--- src/rtl/mmio_timer_pwm_pkg.sv ---
// mmio_timer_pwm_pkg: register map, bit indices and store-size helpers
// shared by the timer/PWM block and its PWM channel slices.
package mmio_timer_pwm_pkg;

    // Byte offsets inside the 64-byte register window
    localparam logic [5:0] OFF_CTRL   = 6'h00;
    localparam logic [5:0] OFF_STATUS = 6'h04;
    localparam logic [5:0] OFF_MICROS = 6'h08;
    localparam logic [5:0] OFF_MILLIS = 6'h0C;
    localparam logic [5:0] OFF_CMP    = 6'h10;
    localparam logic [5:0] OFF_DUTY0  = 6'h20;

    // CTRL / STATUS bit positions
    localparam int CTRL_PWM_EN = 0;
    localparam int CTRL_CMP_IE = 1;
    localparam int STAT_MATCH  = 0;

    // funct3 size decode: bit1 wins over bit0
    localparam int F3_WORD_BIT = 1;
    localparam int F3_HALF_BIT = 0;

    typedef enum logic [1:0] {
        SZ_BYTE,
        SZ_HALF,
        SZ_WORD
    } size_e;

    function automatic size_e decode_size(input logic [2:0] f3);
        if (f3[F3_WORD_BIT])      return SZ_WORD;
        else if (f3[F3_HALF_BIT]) return SZ_HALF;
        else                      return SZ_BYTE;
    endfunction

    function automatic logic [3:0] lane_mask(input size_e sz,
                                             input logic [1:0] a);
        case (sz)
            SZ_WORD: return 4'hF;
            SZ_HALF: return a[1] ? 4'hC : 4'h3;
            default: return 4'b0001 << a;
        endcase
    endfunction

    // Sub-word data is replicated across lanes; the lane mask picks it.
    function automatic logic [31:0] align_data(input size_e sz,
                                               input logic [31:0] d);
        case (sz)
            SZ_WORD: return d;
            SZ_HALF: return {2{d[15:0]}};
            default: return {4{d[7:0]}};
        endcase
    endfunction

    function automatic logic [31:0] expand_mask(input logic [3:0] l);
        logic [31:0] m;
        for (int b = 0; b < 4; b++) m[8*b +: 8] = {8{l[b]}};
        return m;
    endfunction

    function automatic logic [31:0] merge32(input logic [31:0] old,
                                            input logic [31:0] val,
                                            input logic [31:0] mask);
        return (old & ~mask) | (val & mask);
    endfunction

endpackage

--- src/rtl/mmio_timer_pwm_if.sv ---
// mmio_timer_pwm_if: store/load bus into the timer/PWM window.
// wren/address/funct3/wdata from master, registered rdata from slave.
interface mmio_timer_pwm_if;
    logic        wren;
    logic [31:0] address;
    logic [2:0]  funct3;
    logic [31:0] wdata;
    logic [31:0] rdata;

    modport master (
        output wren, address, funct3, wdata,
        input  rdata
    );

    modport slave (
        input  wren, address, funct3, wdata,
        output rdata
    );
endinterface

--- src/rtl/mmio_timer_pwm_pwm.sv ---
// pwm_channel: one duty slice -- shadow duty, active duty, compare.
// Ports: clk, reset_n, en_i, wrap_i, cnt_i, we_i/wmask_i/wdata_i, shadow_o, pwm_o.
module pwm_channel #(
    parameter int PWM_BITS = 8
) (
    input  logic                clk,
    input  logic                reset_n,
    input  logic                en_i,
    input  logic                wrap_i,
    input  logic [PWM_BITS-1:0] cnt_i,
    input  logic                we_i,
    input  logic [PWM_BITS-1:0] wmask_i,
    input  logic [PWM_BITS-1:0] wdata_i,
    output logic [PWM_BITS-1:0] shadow_o,
    output logic                pwm_o
);
    logic [PWM_BITS-1:0] shadow_q, shadow_d;
    logic [PWM_BITS-1:0] active_q;

    always_comb begin
        shadow_d = shadow_q;
        if (we_i) shadow_d = (shadow_q & ~wmask_i) | (wdata_i & wmask_i);
    end

    // Active duty only changes at a period boundary so a mid-period
    // write never produces a truncated or stretched pulse.
    always_ff @(posedge clk) begin
        if (!reset_n) begin
            shadow_q <= '0;
            active_q <= '0;
        end else begin
            shadow_q <= shadow_d;
            if (!en_i || wrap_i) active_q <= shadow_q;
        end
    end

    assign shadow_o = shadow_q;
    assign pwm_o    = en_i && (cnt_i < active_q);
endmodule

--- src/rtl/mmio_timer_pwm.sv ---
// mmio_timer_pwm: MMIO microsecond/millisecond timer, compare irq, PWM.
// Ports: clk, reset_n, bus (slave), pwm_out[NUM_PWM], irq.
module mmio_timer_pwm
    import mmio_timer_pwm_pkg::*;
#(
    parameter logic [31:0] BASE_ADDR = 32'hFFFF_FFC0,
    parameter int          CLK_FREQ  = 12000000,
    parameter int          NUM_PWM   = 4,
    parameter int          PWM_BITS  = 8
) (
    input  logic               clk,
    input  logic               reset_n,
    mmio_timer_pwm_if.slave    bus,
    output logic [NUM_PWM-1:0] pwm_out,
    output logic               irq
);
    localparam logic [31:0] US_LAST = 32'(CLK_FREQ / 1000000 - 1);
    localparam logic [31:0] MS_LAST = 32'(CLK_FREQ / 1000 - 1);

    logic        in_win, we;
    logic [3:0]  widx;
    size_e       sz;
    logic [31:0] wmask, wval;
    logic        wr_ctrl, wr_status, wr_cmp, we_duty, clr;

    logic [31:0] us_cnt_q, ms_cnt_q;
    logic [31:0] micros_q, millis_q, cmp_q, cmp_d;
    logic [1:0]  ctrl_q, ctrl_d;
    logic [31:0] ctrl_w;
    logic        status_q, status_d, match_q;
    logic [PWM_BITS-1:0] pwm_cnt_q;
    logic        us_tick, ms_tick, pwm_wrap;
    logic [31:0] rdata_q, rdata_d;
    logic [PWM_BITS-1:0] shadow [NUM_PWM];

    assign in_win = bus.address[31:6] == BASE_ADDR[31:6];
    assign widx   = bus.address[5:2];
    assign sz     = decode_size(bus.funct3);
    assign wmask  = expand_mask(lane_mask(sz, bus.address[1:0]));
    assign wval   = align_data(sz, bus.wdata);
    assign we     = bus.wren && in_win;

    assign wr_ctrl   = we && (widx == OFF_CTRL[5:2]);
    assign wr_status = we && (widx == OFF_STATUS[5:2]);
    assign wr_cmp    = we && (widx == OFF_CMP[5:2]);
    assign we_duty   = we && widx[3];
    assign clr       = wr_status && wmask[0] && wval[STAT_MATCH];

    assign us_tick  = us_cnt_q == US_LAST;
    assign ms_tick  = ms_cnt_q == MS_LAST;
    assign pwm_wrap = ctrl_q[CTRL_PWM_EN] && (pwm_cnt_q == '1);

    assign ctrl_w = merge32({30'b0, ctrl_q}, wval, wmask);

    always_comb begin
        ctrl_d   = ctrl_q;
        cmp_d    = cmp_q;
        status_d = status_q;
        if (wr_ctrl) ctrl_d = ctrl_w[1:0];
        if (wr_cmp)  cmp_d  = merge32(cmp_q, wval, wmask);
        // A match landing on the same edge as a clear must not be lost
        if (match_q)  status_d = 1'b1;
        else if (clr) status_d = 1'b0;
    end

    always_comb begin
        rdata_d = '0;
        if (in_win) begin
            if (widx[3]) begin
                for (int i = 0; i < NUM_PWM; i++)
                    if (widx[2:0] == 3'(i)) rdata_d = 32'(shadow[i]);
            end else begin
                case (widx)
                    OFF_CTRL[5:2]:   rdata_d = {30'b0, ctrl_q};
                    OFF_STATUS[5:2]: rdata_d = {31'b0, status_q};
                    OFF_MICROS[5:2]: rdata_d = micros_q;
                    OFF_MILLIS[5:2]: rdata_d = millis_q;
                    OFF_CMP[5:2]:    rdata_d = cmp_q;
                    default:         rdata_d = '0;
                endcase
            end
        end
    end

    always_ff @(posedge clk) begin
        if (!reset_n) begin
            us_cnt_q  <= '0;
            ms_cnt_q  <= '0;
            micros_q  <= '0;
            millis_q  <= '0;
            cmp_q     <= '0;
            ctrl_q    <= '0;
            status_q  <= 1'b0;
            match_q   <= 1'b0;
            pwm_cnt_q <= '0;
            rdata_q   <= '0;
        end else begin
            us_cnt_q <= us_tick ? '0 : us_cnt_q + 32'd1;
            ms_cnt_q <= ms_tick ? '0 : ms_cnt_q + 32'd1;
            if (us_tick) micros_q <= micros_q + 32'd1;
            if (ms_tick) millis_q <= millis_q + 32'd1;
            // Match is judged on the value MICROS is about to take and
            // lands in STATUS one cycle after MICROS shows it.
            match_q  <= us_tick && ctrl_q[CTRL_CMP_IE]
                        && (micros_q + 32'd1 == cmp_q);
            status_q <= status_d;
            ctrl_q   <= ctrl_d;
            cmp_q    <= cmp_d;
            pwm_cnt_q <= ctrl_q[CTRL_PWM_EN] ? pwm_cnt_q + 1'b1 : '0;
            rdata_q  <= rdata_d;
        end
    end

    for (genvar g = 0; g < NUM_PWM; g++) begin : g_ch
        pwm_channel #(
            .PWM_BITS (PWM_BITS)
        ) u_ch (
            .clk      (clk),
            .reset_n  (reset_n),
            .en_i     (ctrl_q[CTRL_PWM_EN]),
            .wrap_i   (pwm_wrap),
            .cnt_i    (pwm_cnt_q),
            .we_i     (we_duty && (widx[2:0] == 3'(g))),
            .wmask_i  (wmask[PWM_BITS-1:0]),
            .wdata_i  (wval[PWM_BITS-1:0]),
            .shadow_o (shadow[g]),
            .pwm_o    (pwm_out[g])
        );
    end

    assign bus.rdata = rdata_q;
    assign irq       = status_q && ctrl_q[CTRL_CMP_IE];
endmodule
--- src/flat_wrapper.sv ---
// flat-port wrapper written by rule: the top's interface ports become plain ports
module mmio_timer_pwm_flat import mmio_timer_pwm_pkg::*;
#(
    parameter logic [31:0] BASE_ADDR = 32'hFFFF_FFC0,
    parameter int          CLK_FREQ  = 12000000,
    parameter int          NUM_PWM   = 4,
    parameter int          PWM_BITS  = 8
)
  (clk, reset_n, pwm_out, irq, bus_wren, bus_address, bus_funct3, bus_wdata, bus_rdata);
  mmio_timer_pwm_if bus_i ();
  input  logic clk;
  input  logic reset_n;
  output logic [NUM_PWM-1:0] pwm_out;
  output logic irq;
  input wire logic [$bits(bus_i.wren)-1:0] bus_wren;
  input wire logic [$bits(bus_i.address)-1:0] bus_address;
  input wire logic [$bits(bus_i.funct3)-1:0] bus_funct3;
  input wire logic [$bits(bus_i.wdata)-1:0] bus_wdata;
  output wire logic [$bits(bus_i.rdata)-1:0] bus_rdata;
  assign bus_i.wren = bus_wren;
  assign bus_i.address = bus_address;
  assign bus_i.funct3 = bus_funct3;
  assign bus_i.wdata = bus_wdata;
  assign bus_rdata = bus_i.rdata;
  mmio_timer_pwm #(.BASE_ADDR(BASE_ADDR), .CLK_FREQ(CLK_FREQ), .NUM_PWM(NUM_PWM), .PWM_BITS(PWM_BITS)) u_core (.clk(clk), .reset_n(reset_n), .bus(bus_i), .pwm_out(pwm_out), .irq(irq));
endmodule
--- config.mk ---
export PLATFORM = sky130hd
export DESIGN_NAME = mmio_timer_pwm_flat
export DESIGN_NICKNAME = d
export VERILOG_FILES = /design/src/rtl/mmio_timer_pwm_pkg.sv /design/src/rtl/mmio_timer_pwm_if.sv /design/src/rtl/mmio_timer_pwm_pwm.sv /design/src/rtl/mmio_timer_pwm.sv /design/src/flat_wrapper.sv
export SDC_FILE = /design/constraint.sdc
export NUM_CORES = 1
export LEC_CHECK = 0
export CORE_MARGIN = 5
export CORE_UTILIZATION = 35
export DETAILED_ROUTE_END_ITERATION = 7
export MAX_ROUTING_LAYER = met4
export PLACE_DENSITY = 0.51
export REMOVE_ABC_BUFFERS = 1
export SYNTH_ARGS = -nofsm -noshare
export SYNTH_HDL_FRONTEND = slang
export SYNTH_SLANG_ARGS = --single-unit
--- constraint.sdc ---
create_clock -name clk -period 4.2 [get_ports clk]
set_input_delay 0.84 -clock clk [delete_from_list [all_inputs] [get_ports clk]]
set_output_delay 0.84 -clock clk [all_outputs]
set_load 0.02 [all_outputs]
## Word-level counts from Yosys, hierarchy flattened

Index checks and enable logic that the tools add are counted.

| storage, ports and cells | value |
|---|---|
| flip-flop bits (word level) | 268 |
| logic and storage cells | 100 |

| operators by class | value |
|---|---|
| add/subtract/negate cells | 5 |
| $lt $le $gt $ge | 4 |
| eq/ne operators | 14 |
| shift-type cells | 1 |
| mux-type cells | 13 |
| bitwise logic cells | 17 |
| reduce and logical (&&, ||, !) cells | 28 |

Operator list:

| operator | number |
|---|---|
| 32-bit case mux with 5 select lines | 1 |
| 32-bit by 1-bit adder with 32-bit output, second input constant | 4 |
| 32-bit AND | 2 |
| 32-bit case mux with 2 select lines | 1 |
| 8-bit AND | 5 |
| 32-bit by 14-bit == test with 1-bit output, second input constant | 1 |
| 32-bit == test | 1 |
| 32-bit by 4-bit == test with 1-bit output, second input constant | 1 |
| 8-bit less-than comparator | 4 |
| 32-bit 2-to-1 mux | 1 |
| 8-bit 2-to-1 mux | 4 |
| 32-bit NOT | 1 |
| 32-bit bitwise OR | 1 |
| 8-bit bitwise OR | 4 |
| 26-bit == test, second input constant | 1 |
| 1-bit logical AND | 19 |
| 8-bit by 1-bit adder with 8-bit output, second input constant | 1 |
| 4-bit by 2-bit == test with 1-bit output, second input constant | 2 |
| 8-bit == test, second input constant | 1 |
| 8-bit NOT | 1 |
| 4-bit case mux with 2 select lines | 1 |
| 3-bit by 2-bit == test with 1-bit output, second input constant | 2 |
| 4-bit by 1-bit == test with 1-bit output, second input constant | 1 |
| 4-bit by 3-bit == test with 1-bit output, second input constant | 1 |
| other kinds (17) | 21 |

## Logic depth before layout (Yosys ltp)

Gate-level depths: netlist of the first run.

| depth | value |
|---|---|
| word-level depth | 8 |
| depth in mapped cells | 9 |

## By module

Synthesis of the first run repeated with hierarchy kept, for this count alone.

| unflattened totals | value |
|---|---|
| cell total of the unflattened synthesis | 1615 |
| area, all modules | 13858.3 sq um |

Modules (own cells, without submodules):

| module | times used | cells each | area each (sq um) | seq. area each (sq um) |
|---|---|---|---|---|
| mmio_timer_pwm | 1 | 1235 | 10490.1 | 4083.9 |
| pwm_channel | 4 | 95 | 842.1 | 320.3 |

## Least setup slack after synthesis of the first run

No wires, ideal clock.

| path | value |
|---|---|
| kind | in2reg |
| start point | in bus_address[3] |
| end point | reg with a tool-made name |
| setup time | 0.116 ns |
| arrival | 2.480 ns |
| required time | 4.084 ns |
| slack | 1.604 ns |
| stages | 7 |
| cells stage by stage | clkbuf_1 nor4b_2 nand3_1 nor2_1 clkbuf_1 nand2_1 o211a_1 |

RTL lines:

| element | RTL line | source |
|---|---|---|
| from (decl) | flat_wrapper.sv:16 | `input wire logic [$bits(bus_i.address)-1:0] bus_address;` |

## Final worst setup path of the first run

| path | value |
|---|---|
| start point | reg u_core.pwm_cnt_q[1] |
| end point | out pwm_out[3] |

| between the ends | value |
|---|---|
| cells in the longest elaborated chain, start to end | 2 |

Ends and longest elaborated chain:

| element | RTL line | source |
|---|---|---|
| from (decl) | mmio_timer_pwm.sv:31 | `logic [PWM_BITS-1:0] pwm_cnt_q;` |
| from (signal assigned) | mmio_timer_pwm.sv:109 | `pwm_cnt_q <= ctrl_q[CTRL_PWM_EN] ? pwm_cnt_q + 1'b1 : '0;` |
| 8-bit less-than comparator | mmio_timer_pwm_pwm.sv:38 | `assign pwm_o = en_i && (cnt_i < active_q);` |
| 1-bit logical AND | mmio_timer_pwm_pwm.sv:38 |  |
| to (decl) | flat_wrapper.sv:13 | `output logic [NUM_PWM-1:0] pwm_out;` |

Every way passes these cells.

==> results of run 1 <==
## area by class of cell
class                   instances  share of cell area [%]
flip-flops and latches        268                    33.0
well taps                     518                    3.98
multi-input cells            1144                    47.4
repair buffers                129                    7.75
inverters                      58                    1.34
clock buffers                  55                    6.27
clock inverters                 4                   0.300
## synthesized netlist by cell type, types with 5 or more instances
master	n
nand4_1	35
o211a_1	16
nand2_1	172
xor2_1	83
nor2b_1	67
and2_1	61
clkbuf_1	76
nor4_1	17
o22ai_1	10
mux2i_1	70
a21o_1	12
buf_2	7
nand3_1	61
buf_4	5
o211ai_1	7
a21boi_0	34
nand2b_1	12
nor2_1	149
mux4_2	6
a222oi_1	31
nor3_1	21
a21oi_1	20
inv_1	58
and4_1	5
xnor2_1	77
and3_1	23
o21ai_0	34
dfxtp_1	268
ha_1	33
or3_1	11
mux2_2	8
## worst register-to-register path, stage by stage, from the launching register on
cell       delay, ps
dfxtp_1          470
ha_1             320
nand2_1          130
nor4_4           570
nand4b_1         200
xnor2_1          220
a31oi_1          240
nand4_1          220
a2111oi_2        590
## how the worst min path moves through the flow
| stage | start | endpoint | depth (start not counted) |
|---|---|---|---|
| after floorplan | u_core.ms_cnt_q[0] | u_core.ms_cnt_q[0] | 1 |
| after global placement | u_core.ms_cnt_q[0] | u_core.ms_cnt_q[0] | 1 |
| after detailed placement | u_core.ms_cnt_q[0] | u_core.ms_cnt_q[0] | 1 |
| after CTS | u_core.g_ch[2].u_ch.active_q[3] | u_core.g_ch[2].u_ch.active_q[3] | 2 |
| after global routing | u_core.g_ch[3].u_ch.active_q[2] | u_core.g_ch[3].u_ch.active_q[2] | 2 |
| final | u_core.g_ch[2].u_ch.active_q[4] | u_core.g_ch[2].u_ch.active_q[4] | 2 |
## power by group
part / switching, uW / internal [uW]
clock network: 1100 / 1720
logic: 120 / 103
registers: 5.46 / 2550
## cells by family after synthesis
logic type	count (synthesis)	synth area share (%)
and+or+nand+nor	678	26.0
DFF	268	39.2
AOI/OAI and AO/OA	189	10.2
xor gates and xnor gates	160	10.2
buffers and inverters	153	4.58
muxes	84	6.77
adders and majority gates	33	3.02
## stage by stage
step                utilization, %  setup WS (ps)  std cells  cell area, sq um  hold slack, ps
floorplan                        -            508       1470             13300             426
global placement              39.3            701       2116             15200             442
detailed placement            39.3            631       2116             15200             453
CTS                           42.1            503       2175             16300             464
global route                  42.1            392       2176             16300             483
finish                        42.1            558       2176             16300             461
## metal layers
metal / wire length, um / vias to the layer above / track usage (%)
li1: - / 5517 / -
met1: 18300 / 5246 / 23.8
met2: 17700 / 217 / 28.1
met3: 1730 / 51 / 3.29
met4: 758 / 0 / 4.37
met5: 0 / - / -
==> metrics.txt, run 1 <==
drt first pass iters=8; Final ANT Viol Nets=0; drt drc=4; largest net degree at the start of global routing=172; critical path type=reg -> out; crit path max fanout=6; I/O pin count=107; reg-to-reg startpoint=u_core.micros_q[0]; DP HPWL=27.3 mm; most common cell after layout, fill and taps aside=dfxtp_1; Power Dens Cells=~340 mW/mm^2; Netlist Area Pre-Place=0.0137 sq mm; gr ovfl total=0; H-tree depth=2; Slew Limit Fails=0; CTS hold repair buffers=0; Crit path max-delay family=compound AO/OA/AOI/OAI gates; Buf/Inv on CP=1; FF-to-FF setup slack=between 1000 and 1500 ps; row count=72; CTS tree=yes; most common flop cell mapped by yosys=dfxtp_1; cell mode on critical path=a21o_1; CP arrival=2800 ps; initial antenna violation count=1; top cell type's share of synthesized area=slightly below 40%; nature of the critical path endpoint=primary output; worst r2r path cells=8; worst flop-to-flop path endpoint=u_core.match_q; cells along the critical path=ha_1, a21o_1, a21o_1, a21o_1, a21oi_1, o211ai_1, nand2_1, clkdlybuf4s50_1; clk_skew=~21 ps; number of synthesized register bits=between 200 and 300; Final min period=3640 ps; total power=5600 uW; Syn Area/Cell=8.74 sq um; leakage power=0.00586 uW; RSZ-0062 raised after global routing=false; Hold Fails Final Rpt=0; TritonCTS Buffers=34; HP Class=reg -> reg; crit path from=u_core.pwm_cnt_q[1]; Worst Tran Pin Value=1190 ps; Slowest-stage cell, CP=clkdlybuf4s50_1; Overall Global Routing Usage=17.8%; Startpoint Class=flop; die area=roughly 0.043 sq mm; Post-CTS Resized=0; run status=finished with violations; Synth cell types=between 60 and 70; Antenna Cells=0; DR iter-0 viols=831; Die Y=just over 200 um; Core Box Area=just under 0.04 sq mm; share of post-route cells with drive strength above 1=7.24%; number of global-route vias before repair=roughly 11,000; Max clock buf depth=3; die width=208 um; Final period util=86.7%; Yosys warning count=0; post-DR wirelength/cell=17.7 um; Sum Neg Setup Slack=0 ps; required time of the critical path=3360 ps; max_slew headroom=21.0%; Reg area=0.00537 sq mm; Synth area leader=dfxtp_1; via count=between 10,000 and 15,000; Reg clk slew, reported paths=50 ps; area of the multi-input gates=approximately 0.0077 sq mm; end point of the critical path=pwm_out[3]; Seq/Total Area, Yosys=39.2%; failing checks=DRC; detail-routed via count per cell=5.07; layout overhead on the synthesized area=19.0%; postcts setup bufs=0; global-route wire length before repair=60.4 mm; Crit path largest cell delay=slightly above 600 ps; Max Cap Violations=0; final net count=roughly 1,700; Post-synth EDFFs=0; fillcell total=3,901; most frequent cells in the layout=dfxtp_1, nand2_1, nor2_1; TritonCTS Sinks=around 270; clock root cell=clkbuf_16; Post-Syn Instances=1,565; Final setup viols=0; asr flop ratio synth=0%; Area contributors post-synth=dfxtp_1, xor2_1, mux2i_1, xnor2_1, nand2_1; DRT Wirelength=around 38 mm; I/O Buffers=105; Crit path depth=8; Placer Congestion=0.862; Initial Utilization=35.4%; achievable clock frequency=0.275 GHz; Worst-Skew Late Latency=530 ps; worst vdd ir=0.204 mV
Note: power is estimated with default switching activity, not from simulation.
==> run 2, diff against run 1 <==
--- a/config.mk
+++ b/config.mk
@@ -5,6 +5,7 @@
 export SDC_FILE = /design/constraint.sdc
 export NUM_CORES = 1
 export LEC_CHECK = 0
+export ABC_AREA = 1
 export CORE_MARGIN = 5
 export CORE_UTILIZATION = 35
 export DETAILED_ROUTE_END_ITERATION = 7
==> run 2 against run 1 <==
  * The run now ends clean
  * Non-clock buffer count decreased by 3
  * Via count increased by 31%
  * Worst hold slack got worse by 15 ps
  * Total power increased by 2.3%
  * Cell count increased by 31%
  * Clock power increased by 4%
  * Routed wire length increased by 23%
  * Global-route usage increased by 2.6 points
  * Synthesized cell count increased by 41%
  * Sequential power about the same
  * Highest routed layer unchanged
==> metrics.txt, run 2 <==
Max Cap Violations=0; most common flop cell mapped by yosys=dfxtp_1; FF-to-FF setup slack=1730 ps; Yosys warning count=0; detail-routed via count per cell=5.07; most instantiated library cell after synthesis=nand2_1; nature of the critical path endpoint=primary output; I/O pin count=about 110; number of synthesized register bits=~270; postcts setup bufs=0; achievable clock frequency=0.273 GHz; CP arrival=2820 ps; Post-CTS Resized=0; Worst-Skew Late Latency=540 ps; max_slew headroom=between 40 and 50%; Power Dens Cells=330 mW/mm^2; via count=between 10,000 and 15,000; top cells by count, synth=nand2_1, inv_1, dfxtp_1; required time of the critical path=between 3000 and 4000 ps; TritonCTS Sinks=268; Netlist Area Pre-Place=~0.015 sq mm; Placer Congestion=0.867; most common cell after layout, fill and taps aside=nand2_1; row count=75; switching portion of total power=22.8%; TritonCTS Buffers=35; Reg clk slew, reported paths=around 50 ps; Slew Limit Fails=0; Core Box Area=approximately 0.042 sq mm; layout overhead on the synthesized area=17.7%; Final ANT Viol Nets=0; RSZ-0062 raised after global routing=false; top cell type's share of synthesized area=around 36%; asr flop ratio synth=0%; CTS tree=yes; total power=5730 uW; DP HPWL=35.8 mm; Syn Area/Cell=6.68 sq um; Sum Neg Setup Slack=0 ps; cell-internal power=4420 uW; global-route wire length before repair=74.1 mm; clock root cell=clkbuf_16; Final setup viols=0; Net Sw Power=1310 uW; drt drc=0; Post-Syn Instances=about 2,200; initial antenna violation count=0; Area contributors post-synth=dfxtp_1, nand2_1, inv_1, nor2_1, o21ai_0; design area=0.0174 sq mm; run status=completed; CTS hold repair buffers=0; clk_skew=around 15 ps; Synth area leader=dfxtp_1; largest net degree at the start of global routing=74; critical path type=reg -> out; Clk network pwr share=50.9%; Antenna Cells=0; die width=215 um; HP Class=reg -> reg; Final period util=between 80% and 90%; Die Y=215 um; number of global-route vias before repair=~13,000; Post-synth EDFFs=0; Worst Tran Pin Value=roughly 810 ps; DRT Wirelength=~47 mm; post-DR wirelength/cell=16.6 um; Initial Utilization=35.2%; drt first pass iters=5; share of total power in combinational logic=roughly 4.5%; I/O Buffers=105; leakage power=0.00649 uW; DR iter-0 viols=1,046; gr ovfl total=0; Hold Fails Final Rpt=0; share of post-route cells with drive strength above 1=5.59%; Overall Global Routing Usage=20.4%; H-tree depth=2; Final min period=3660 ps; Placed Area=0.0163 sq mm; final net count=2,393; Max clock buf depth=3; die area=0.0463 sq mm; worst vdd ir=between 0.2 and 0.25 mV; crit path max fanout=6; most frequent cells in the layout=nand2_1, inv_1, dfxtp_1; Synth cell types=51; Startpoint Class=flop; Reg power frac=44.6%; Seq/Total Area, Yosys=36.4%
-- run 2: changes by cell type after synthesis, sizes merged, moves of 34 or more --
cell | previous run | this run
nand2 | 172 | 570
inv | 58 | 305
nor2 | 151 | 266
a21oi | 21 | 130
o21ai | 35 | 135
mux2i | 70 | 0
nor2b | 67 | 0
xnor2 | 77 | 14
and2 | 62 | 2
xor2 | 83 | 44
nand3 | 64 | 102
a21boi | 36 | 0
nor3 | 24 | 59
clkbuf | 77 | 43
-- run 2: worst max-delay path, stage by stage (launching register included) --
cell,delay [ps]
dfxtp_1,450
ha_1,290
a21oi_1,180
o21ai_0,110
a21o_1,190
a21oi_1,140
nor2_1,50
nor3_1,210
clkdlybuf4s50_1,660
-- run 2: path summary, 6_finish.rpt --
kind / startpoint / to / cells past startpoint
setup / recovery: u_core.pwm_cnt_q[1] / pwm_out[2] / 8
hold / removal: u_core.ms_cnt_q[0] / u_core.ms_cnt_q[0] / 1
hold reg to reg: u_core.ms_cnt_q[0] / u_core.ms_cnt_q[0] / 1
setup reg to reg: u_core.micros_q[0] / u_core.match_q / 11
-- run 2: cell families (layout without fill, tap and decap cells) --
family,after synthesis,after routing,share of synthesized area (%)
flops,268,268,36.4
buf+inv,389,491,10.4
xor+xnor,64,64,4.39
fa+ha+maj,33,33,2.80
simple gates,1104,1104,33.1
compound gates,349,349,13.0
-- run 2: per-layer routing --
metal	track usage (%)	vias up	wire (um)
met5	-	-	0
met2	32.2	354	21400
met1	27.4	6696	22200
met3	2.79	64	2410
met4	6.06	0	1250
li1	-	7317	-
-- run 2: power by group through the flow --
stage	combinational [uW]	clock (uW)	sequential (uW)
5_1_grt	282	3090	2550
3_3_place_gp	256	0	2610
3_5_place_dp	258	0	2610
2_1_floorplan	98.0	0	2610
4_1_cts	258	3010	2550
6_report	258	2920	2550
-- run 2: stage by stage --
stage               cells  utilization (%)  setup WS (ps)  hold WS (ps)
global route         2848             41.5            303           476
finish               2848             41.5            536           446
floorplan            2127                -           1660           415
global placement     2792             38.8            804           430
detailed placement   2792             38.8            766           439
CTS                  2848             41.5            440           449
-- run 2: layout make-up --
type                    instances  area [sq um]
fillers                      4523         24500
multi-input cells            1550          7860
flip-flops and latches        268          5370
repair buffers                126          1200
inverters                     309          1160
clock buffers                  51          1050
well taps                     539           674
clock inverters                 5          52.6
==> run 3, diff against run 2 <==
==> constraint.sdc (replaced) <==
create_clock -name clk -period 4.2 [get_ports clk]
set_input_delay 0.84 -clock clk [delete_from_list [all_inputs] [get_ports clk]]
set_output_delay 0.84 -clock clk [all_outputs]
set_load 0.005 [all_outputs]
==> results of run 3 <==
Same layout as run 2 (identical final DEF). Status: completed.
Main changes from that run: setup slack after layout 536 ps -> 638 ps
